**src/rtl/multiword_add_seq.sv**
```systemverilog
// Multi-word adder sequencer: adds two N*WORDS-bit operands one N-bit chunk per cycle,
// LSB chunk first, and presents the full-width sum with carry and signed-overflow flags.
module multiword_add_seq #(
    parameter int N     = 8,
    parameter int WORDS = 4
) (
    input  logic               clk,
    input  logic               rst,
    input  logic               in_valid,
    output logic               in_ready,
    input  logic [N*WORDS-1:0] a,
    input  logic [N*WORDS-1:0] b,
    output logic               out_valid,
    input  logic               out_ready,
    output logic [N*WORDS-1:0] sum,
    output logic               carry_out,
    output logic               overflow
);

    localparam int W  = N * WORDS;
    localparam int CW = (WORDS > 1) ? $clog2(WORDS) : 1;

    typedef enum logic [1:0] {
        IDLE,
        RUN,
        DONE
    } state_t;

    state_t         state;
    state_t         state_nxt;
    logic [CW-1:0]  cnt;
    logic           carry;
    logic [W-1:0]   a_q;
    logic [W-1:0]   b_q;
    logic [N:0]     chunk_sum;
    logic           last;

    // One shared N-bit adder; the chunk counter selects which slice feeds it.
    always_comb begin
        chunk_sum = {1'b0, a_q[int'(cnt)*N +: N]}
                  + {1'b0, b_q[int'(cnt)*N +: N]}
                  + {{N{1'b0}}, carry};
        last      = (cnt == CW'(WORDS - 1));
    end

    // NOTE: every signal gets a default at the top of the block, so no path through
    // the case statement can leave one unassigned and infer a latch.
    always_comb begin
        state_nxt = state;
        in_ready  = (state == IDLE);
        out_valid = (state == DONE);
        unique case (state)
            IDLE:    if (in_valid)  state_nxt = RUN;
            RUN:     if (last)      state_nxt = DONE;
            DONE:    if (out_ready) state_nxt = IDLE;
            default:                state_nxt = IDLE;
        endcase
    end

    // NOTE: clocked state uses non-blocking assignments only, so every register sees
    // the pre-edge value of every other register regardless of statement order.
    always_ff @(posedge clk) begin
        if (rst) state <= IDLE;
        else     state <= state_nxt;
    end

    always_ff @(posedge clk) begin
        if (rst) begin
            cnt       <= '0;
            carry     <= 1'b0;
            sum       <= '0;
            carry_out <= 1'b0;
            overflow  <= 1'b0;
        end else begin
            unique case (state)
                IDLE: begin
                    if (in_valid) begin
                        cnt   <= '0;
                        carry <= 1'b0;
                    end
                end
                RUN: begin
                    sum[int'(cnt)*N +: N] <= chunk_sum[N-1:0];
                    carry                 <= chunk_sum[N];
                    cnt                   <= cnt + 1'b1;
                    if (last) begin
                        carry_out <= chunk_sum[N];
                        // Top chunk's MSB is the sign of the full-width sum.
                        overflow  <= (a_q[W-1] == b_q[W-1]) && (chunk_sum[N-1] != a_q[W-1]);
                    end
                end
                default: ;
            endcase
        end
    end

    // NOTE: operand registers carry no reset; they are always loaded at accept before
    // being read, so resetting them would only add reset fan-out.
    always_ff @(posedge clk) begin
        if (state == IDLE && in_valid) begin
            a_q <= a;
            b_q <= b;
        end
    end

endmodule

```
**config.mk**
```make
export PLATFORM = sky130hd
export DESIGN_NAME = multiword_add_seq
export DESIGN_NICKNAME = d
export VERILOG_FILES = /design/src/rtl/multiword_add_seq.sv
export SDC_FILE = /design/constraint.sdc
export NUM_CORES = 1
export LEC_CHECK = 0
export CORE_UTILIZATION = 44
export DETAILED_ROUTE_END_ITERATION = 16
export PLACE_DENSITY = 0.85
export RECOVER_POWER = 50
export SLEW_MARGIN = 0
export SYNTH_ARGS = -nofsm -noshare
export SYNTH_HDL_FRONTEND = slang
export SYNTH_SLANG_ARGS = --single-unit
```
**constraint.sdc**
```tcl
create_clock -name clk -period 3.2 [get_ports clk]
set_input_delay 0.96 -clock clk [delete_from_list [all_inputs] [get_ports clk]]
set_output_delay 0.96 -clock clk [all_outputs]
set_load 0.005 [all_outputs]
```
==> run summary, run 1 <==
pre-CTS setup slack -> 0.308 ns
final setup vio count -> 0
Least-Margin Pin Slew -> 1.49 ns
Num CTS Buffers -> 9
chip width -> 99.7 um
top-count cell post-synth -> edfxtp_1
Final nets -> 472
Post-Syn Instances -> 279
max cap viols -> 1
TritonCTS Sinks -> 103
startpoint class of the critical path -> flip-flop
CP Max Fanout -> 4
Hold Crit Endpoint -> sum[29]
Synth async-reset ratio -> 0%
Req. time, crit path -> 3.45 ns
fin crit share -> 91.1%
Primary FF master, synth -> edfxtp_1
Crit Reg-Reg Endpoint -> sum[6]
Yosys cell types -> 46
Pins Over Slew Limit -> 0
antenna diode count -> 0
layout cell share with drive strength beyond 1 -> 11.9%
Top Ports -> 104
most frequent CP cell -> fa_1
Critical Path AT -> 3.17 ns
Hold Vio Cnt, Final -> 0
Pwr per Cell Area -> 474 nW/um^2
Worst Path Class, Setup -> flip-flop to flip-flop
Synth area leaders -> edfxtp_1 (46%), dfxtp_1 (19%), mux4_2 (8.6%)
FF-to-FF path depth -> 8
Remaining Overflow, GRT -> 0
CP endpoint kind -> flip-flop
R2R Setup Slk -> 0.28 ns
failing checks -> max-capacitance violations
yosys warns -> 0
Clock Path Buffers -> 2
Crit-path slowest cell -> mux4_2
Filler Cell Count -> 735
Synth top area share -> 45.7%
H-tree depth -> 3
largest net degree at the start of global routing -> 65
vias -> 2734
wirelength, routed -> 8.38 mm
Core Region -> 9240 um^2
DR pass1 iterations -> 4
worst r2r src -> cnt[0]
postcts setup bufs -> 0
CTS tree -> yes
syn nets -> 362
initial core utilization -> 45.5%
Reg clk slew, reported paths -> 0.10 ns
Tightest Hold Check Type -> flip-flop to flip-flop
worst path cell trace -> mux4_2, fa_1, fa_1, a211oi_1, or3b_2, nand3_1, a22oi_1, nor2_1
Worst Skew -> 0.0109 ns
Placed Cells -> 507
initial antenna violation count -> 0
CTS root buf -> clkbuf_8
worst hold start -> sum[29]
total track usage -> 18.3%
dominant cell type by area after synthesis -> edfxtp_1
final setup margin -> 0.285 ns
Mapped Area -> 4200 um^2
post-route insts no fill -> 523
EDFF count, synth -> 64
Die Y-Extent -> 99.7 um
Leak -> 1.91 nW
DR WL/cell -> 16.0 um
number of global-route vias before repair -> 2830
Rel. slew slack -> 0.436%
minimum clock period -> 2.92 ns
Final GP Congestion -> 0.779
row count -> 35
Clk Latency, worst-skew pair -> 0.36 ns
Peak VDD IR -> 0.330 mV
hold buffer count at CTS -> 0
initial DRC count -> 141
FMAX -> 343 MHz
Critical Path Start -> cnt[0]
Buffers on Ports -> 103
mean post-synth cell area -> 15.1 um^2
area grow syn2layout -> 32.6%
drt drc -> 0
status -> finished, violations left
RSZ-0062 raised after global routing -> false
Worst path max stage delay -> 0.53 ns
TNS Setup -> 0 ns
top cells by count, synth -> edfxtp_1 (64), dfxtp_1 (39), nor2_1 (35)
DR vias/cell -> 5.23
Cells on Worst Hold Path -> 2
Final HPWL DP -> 6.27 mm
Seq cells post-synth -> 103
die area -> 9940 um^2
Resize count post-CTS -> 0
Register Area -> 2700 um^2
Multi-input gate area -> 1430 um^2
Post-DRT Antenna Nets -> 0
global-route wire length before repair -> 13.9 mm
sequential element share of the synthesized area -> 64.3%
[cell type report]
type                            count  share of cell area [%]
Clock inverter                      6                   0.809
Sequential cell                   103                    48.5
Multi-Input combinational cell    160                    25.6
Tap cell                          129                    2.90
Inverter                            7                   0.472
Timing Repair Buffer              108                    19.4
Clock buffer                       10                    2.29
[cells in the final DEF, fill, tap and decap left out, drive strengths merged, types with 3 or more instances in the layout]
cell	Yosys	routed
a211oi	4	4
a21o	3	3
a21oi	4	4
a22oi	26	26
a32oi	4	4
buf	4	4
clkbuf	5	11
clkdlybuf4s50	0	37
clkinv	0	3
dfxtp	39	39
dlygate4sd3	0	66
edfxtp	64	64
ha	13	13
inv	7	8
mux4	16	16
nand2	7	7
nand2b	3	3
nand3b	4	4
nor2	35	35
nor4b	3	3
o21ai	9	9
[sequential cells by signal, indices dropped and copies added, names as in the netlist]
register	flops
sum	32
carry_out	1
a_q	32
carry	1
b_q	32
overflow	1
state	2
cnt	2
[worst max-delay path by stage]
stage	to	slack [ns]	cells after the start
floorplan	carry	0.03	10
global placement	carry	0.40	8
detailed placement	sum[6]	0.31	8
CTS	sum[6]	0.29	8
global route	carry	0.1	8
finish	sum[6]	0.28	8
[stage by stage]
step / utilization (%) / total power [mW] / area (um^2) / hold WS, ns
6_report: 60.3 / 2.64 / 5570 / 0.501
5_1_grt: 60.3 / 2.77 / 5570 / 0.516
4_1_cts: 60.4 / 2.68 / 5590 / 0.503
3_5_place_dp: 58.6 / 1.96 / 5410 / 0.478
3_3_place_gp: 58.6 / 1.95 / 5410 / 0.471
2_1_floorplan: - / 1.78 / 4200 / 0.478
[worst max-delay path: cells and delay by family (launching register included)]
kind	cells	cell delay, ns
AO/OA/AOI/OAI	2	0.58
flip-flops	1	0.39
adder cells (fa/ha/maj)	2	0.91
AND/OR/NAND/NOR	3	0.40
multiplexers	1	0.53
[power by group]
| part | total, mW | internal [mW] | switching, mW |
|---|---|---|---|
| logic | 0.414 | 0.199 | 0.216 |
| registers | 1.50 | 1.48 | 0.0225 |
| clock network | 0.727 | 0.286 | 0.441 |
| total | 2.64 | 1.96 | 0.679 |
[metal layers]
layer	vias up	wire [um]	track usage [%]
met1	1321	3490	22.7
li1	1301	-	-
met5	-	0	0
met2	97	4320	31.6
met4	0	167	7.13
met3	15	406	3.79
[cell families (layout without fill, tap and decap cells)]
kind of cell | count (synthesis) | count (layout) | share of synthesized area, %
adder cells (fa/ha/maj) | 15 | 15 | 4.82
XOR/XNOR | 4 | 4 | 0.834
AO/OA/AOI/OAI | 58 | 58 | 9.95
AND/OR/NAND/NOR | 66 | 66 | 9.53
multiplexers | 17 | 17 | 8.81
buffers and inverters | 16 | 131 | 1.73
flip-flops | 103 | 103 | 64.3
(Power assumes the default switching activity.)
==> run 2: changes to the inputs <==
--- a/config.mk
+++ b/config.mk
@@ -5,8 +5,10 @@
 export SDC_FILE = /design/constraint.sdc
 export NUM_CORES = 1
 export LEC_CHECK = 0
+export CORE_ASPECT_RATIO = 1.5
 export CORE_UTILIZATION = 44
 export DETAILED_ROUTE_END_ITERATION = 16
+export GPL_ROUTABILITY_DRIVEN = 0
 export PLACE_DENSITY = 0.85
 export RECOVER_POWER = 50
 export SLEW_MARGIN = 0
==> run 2 against run 1 <==
Net effect:
- the flow now finishes without violations
- die area is essentially flat
- largest power group unchanged
- sequential share of layout area shrank 0.81 points
- largest cell class unchanged
- worst setup slack got worse by 0.051 ns
- first-iteration DRC count increased by 1.4%
- worst hold slack worse by 0.0044 ns
- critical path type is now input pin to flip-flop
- combinational power is essentially flat
- sequential power about the same
==> run summary, run 2 (synthesis results as in run 1) <==
Sw Share -> 23.7%
Req. time, crit path -> 3.17 ns
Num CTS Buffers -> 9
FF-to-FF path depth -> 8
Rel. slew slack -> 47.0%
Worst path max stage delay -> 0.74 ns
Reg clk slew, reported paths -> 0.06 ns
fin area -> 5660 um^2
Pins Over Slew Limit -> 0
commonest non-fill, non-tap cell in the layout -> dlygate4sd3_1
Int Pwr -> 2.28 mW
chip width -> 81.8 um
biggest regs -> a_q: 32 flops, b_q: 32 flops, sum: 32 flops
combinational group share of total power -> 13.8%
fin crit share -> 92.7%
total track usage -> 19.3%
TNS Setup -> 0 ns
status -> finished, final reports clean
DR pass1 iterations -> 5
Hold Vio Cnt, Final -> 0
metal3 WL -> 377 um
minimum clock period -> 2.97 ns
RSZ-0062 raised after global routing -> false
initial antenna violation count -> 0
Resize count post-CTS -> 0
Critical Path AT -> 2.94 ns
Tightest Hold Check Type -> flip-flop to flip-flop
commonest non-fill, non-tap cells in the layout -> dlygate4sd3_1 (68), edfxtp_1 (64), dfxtp_1 (39), nor2_1 (35), clkdlybuf4s50_1 (35)
postcts setup bufs -> 0
Crit-path slowest cell -> clkbuf_4
H-tree depth -> 3
initial core utilization -> 45.4%
Placement Cell Area -> 5380 um^2
worst r2r src -> cnt[0]
number of global-route vias before repair -> 2828
final setup vio count -> 0
Peak VDD IR -> 0.342 mV
startpoint class of the critical path -> input pin
Least-Margin Pin Slew -> 0.794 ns
hold buffer count at CTS -> 0
CTS root buf -> clkbuf_16
Clk Latency, worst-skew pair -> 0.35 ns
Worst Path Class, Setup -> input pin to flip-flop
CP endpoint kind -> flip-flop
Remaining Overflow, GRT -> 0
FMAX -> 337 MHz
Die Y-Extent -> 122 um
CTS tree -> yes
area grow syn2layout -> 34.8%
pre-CTS setup slack -> 0.271 ns
CP Max Fanout -> 52
antenna diode count -> 0
largest net degree at the start of global routing -> 53
DR WL/cell -> 17.2 um
critical path depth -> 3
Seq pwr share -> 50.2%
max cap viols -> 0
Sw Pwr -> 0.709 mW
R2R Setup Slk -> 0.25 ns
Met2 Wirelength -> 5.13 mm
initial DRC count -> 143
Post-DRT Antenna Nets -> 0
Leak -> 1.97 nW
drt drc -> 0
sum of routed wire segments on met1 -> 3.03 mm
global-route wire length before repair -> 13.7 mm
Top Ports -> 104
vias -> 2767
Critical Path Start -> in_valid
CP delay by family, top -> buffers and inverters
worst path cell trace -> dlygate4sd3_1, and2_0, clkbuf_4
Worst Skew -> 0.00990 ns
post-layout util -> 61.2%
Final nets -> 472
wirelength, routed -> 8.69 mm
Clock Path Buffers -> 2
Buffers on Ports -> 103
worst hold slack -> 0.497 ns
highest routed layer -> met4
die area -> 9950 um^2
Crit Reg-Reg Endpoint -> sum[30]
layout cell share with drive strength beyond 1 -> 11.4%
Setup crit end -> a_q[4]
Clk pwr share -> 36.1%
Pwr per Cell Area -> 528 nW/um^2
final setup margin -> 0.234 ns
DR vias/cell -> 5.47
Core Region -> 9250 um^2
Final HPWL DP -> 6.64 mm
CP Buf/Inv Count -> 2
row count -> 43
TritonCTS Sinks -> 103
-- run 2: changes by cell type in the layout (fill, tap and decap cells not counted), moves of 2 or more --
cell	delta
clkbuf_16	+9
clkbuf_8	-9
clkdlybuf4s50_1	-2
dlygate4sd3_1	+2
-- run 2: per-stage QoR --
step	power, mW	cells
final	2.99	506
after detailed placement	1.96	490
after CTS	3.04	506
after floorplan	1.78	279
after global routing	3.10	506
after global placement	1.94	490
-- run 2: metal layers --
metal | track usage [%] | up-vias
met2 | 35.3 | 86
met5 | 0 | -
met3 | 4.64 | 15
met1 | 20.1 | 1363
met4 | 8.44 | 0
li1 | - | 1303
-- run 2: worst min-delay path by stage --
| stage | start | end | slack [ns] | depth (start not counted) |
|---|---|---|---|---|
| after detailed placement | sum[13] | sum[13] | 0.48 | 2 |
| after global routing | sum[5] | sum[5] | 0.53 | 2 |
| after CTS | sum[13] | sum[13] | 0.50 | 2 |
| after floorplan | sum[15] | sum[15] | 0.48 | 2 |
| after global placement | sum[5] | sum[5] | 0.47 | 2 |
| final | sum[13] | sum[13] | 0.50 | 2 |
-- run 2: area by class of cell --
| type | count | area, um^2 |
|---|---|---|
| flip-flops and latches | 103 | 2700 |
| well taps | 112 | 140 |
| inverters | 7 | 26.3 |
| multi-input cells | 160 | 1430 |
| clock inverters | 7 | 72.6 |
| clock buffers | 9 | 225 |
| fillers | 732 | 3590 |
| repair buffers | 108 | 1070 |
-- run 2: power by group through the flow --
| stage | Clock, mW | Combinational, mW | Sequential (mW) |
|---|---|---|---|
| after detailed placement | 0 | 0.431 | 1.53 |
| final | 1.08 | 0.412 | 1.50 |
| after floorplan | 0 | 0.260 | 1.52 |
| after global placement | 0 | 0.418 | 1.53 |
| after global routing | 1.15 | 0.449 | 1.51 |
| after CTS | 1.10 | 0.433 | 1.50 |
-- run 2: tightest hold or removal path: cells and delay by family (launching register included) --
family	cells	cell delay, ns
AO/OA/AOI/OAI	1	0.07
AND/OR/NAND/NOR	1	0.07
flip-flops	1	0.31
==> run 3: changes to the inputs <==
--- a/config.mk
+++ b/config.mk
@@ -9,6 +9,7 @@
 export CORE_UTILIZATION = 44
 export DETAILED_ROUTE_END_ITERATION = 16
 export GPL_ROUTABILITY_DRIVEN = 0
+export HOLD_SLACK_MARGIN = 0.02
 export PLACE_DENSITY = 0.85
 export RECOVER_POWER = 50
 export SLEW_MARGIN = 0
==> results of run 3 <==
Same layout as run 2: the final DEF is identical, and so are final timing and power.
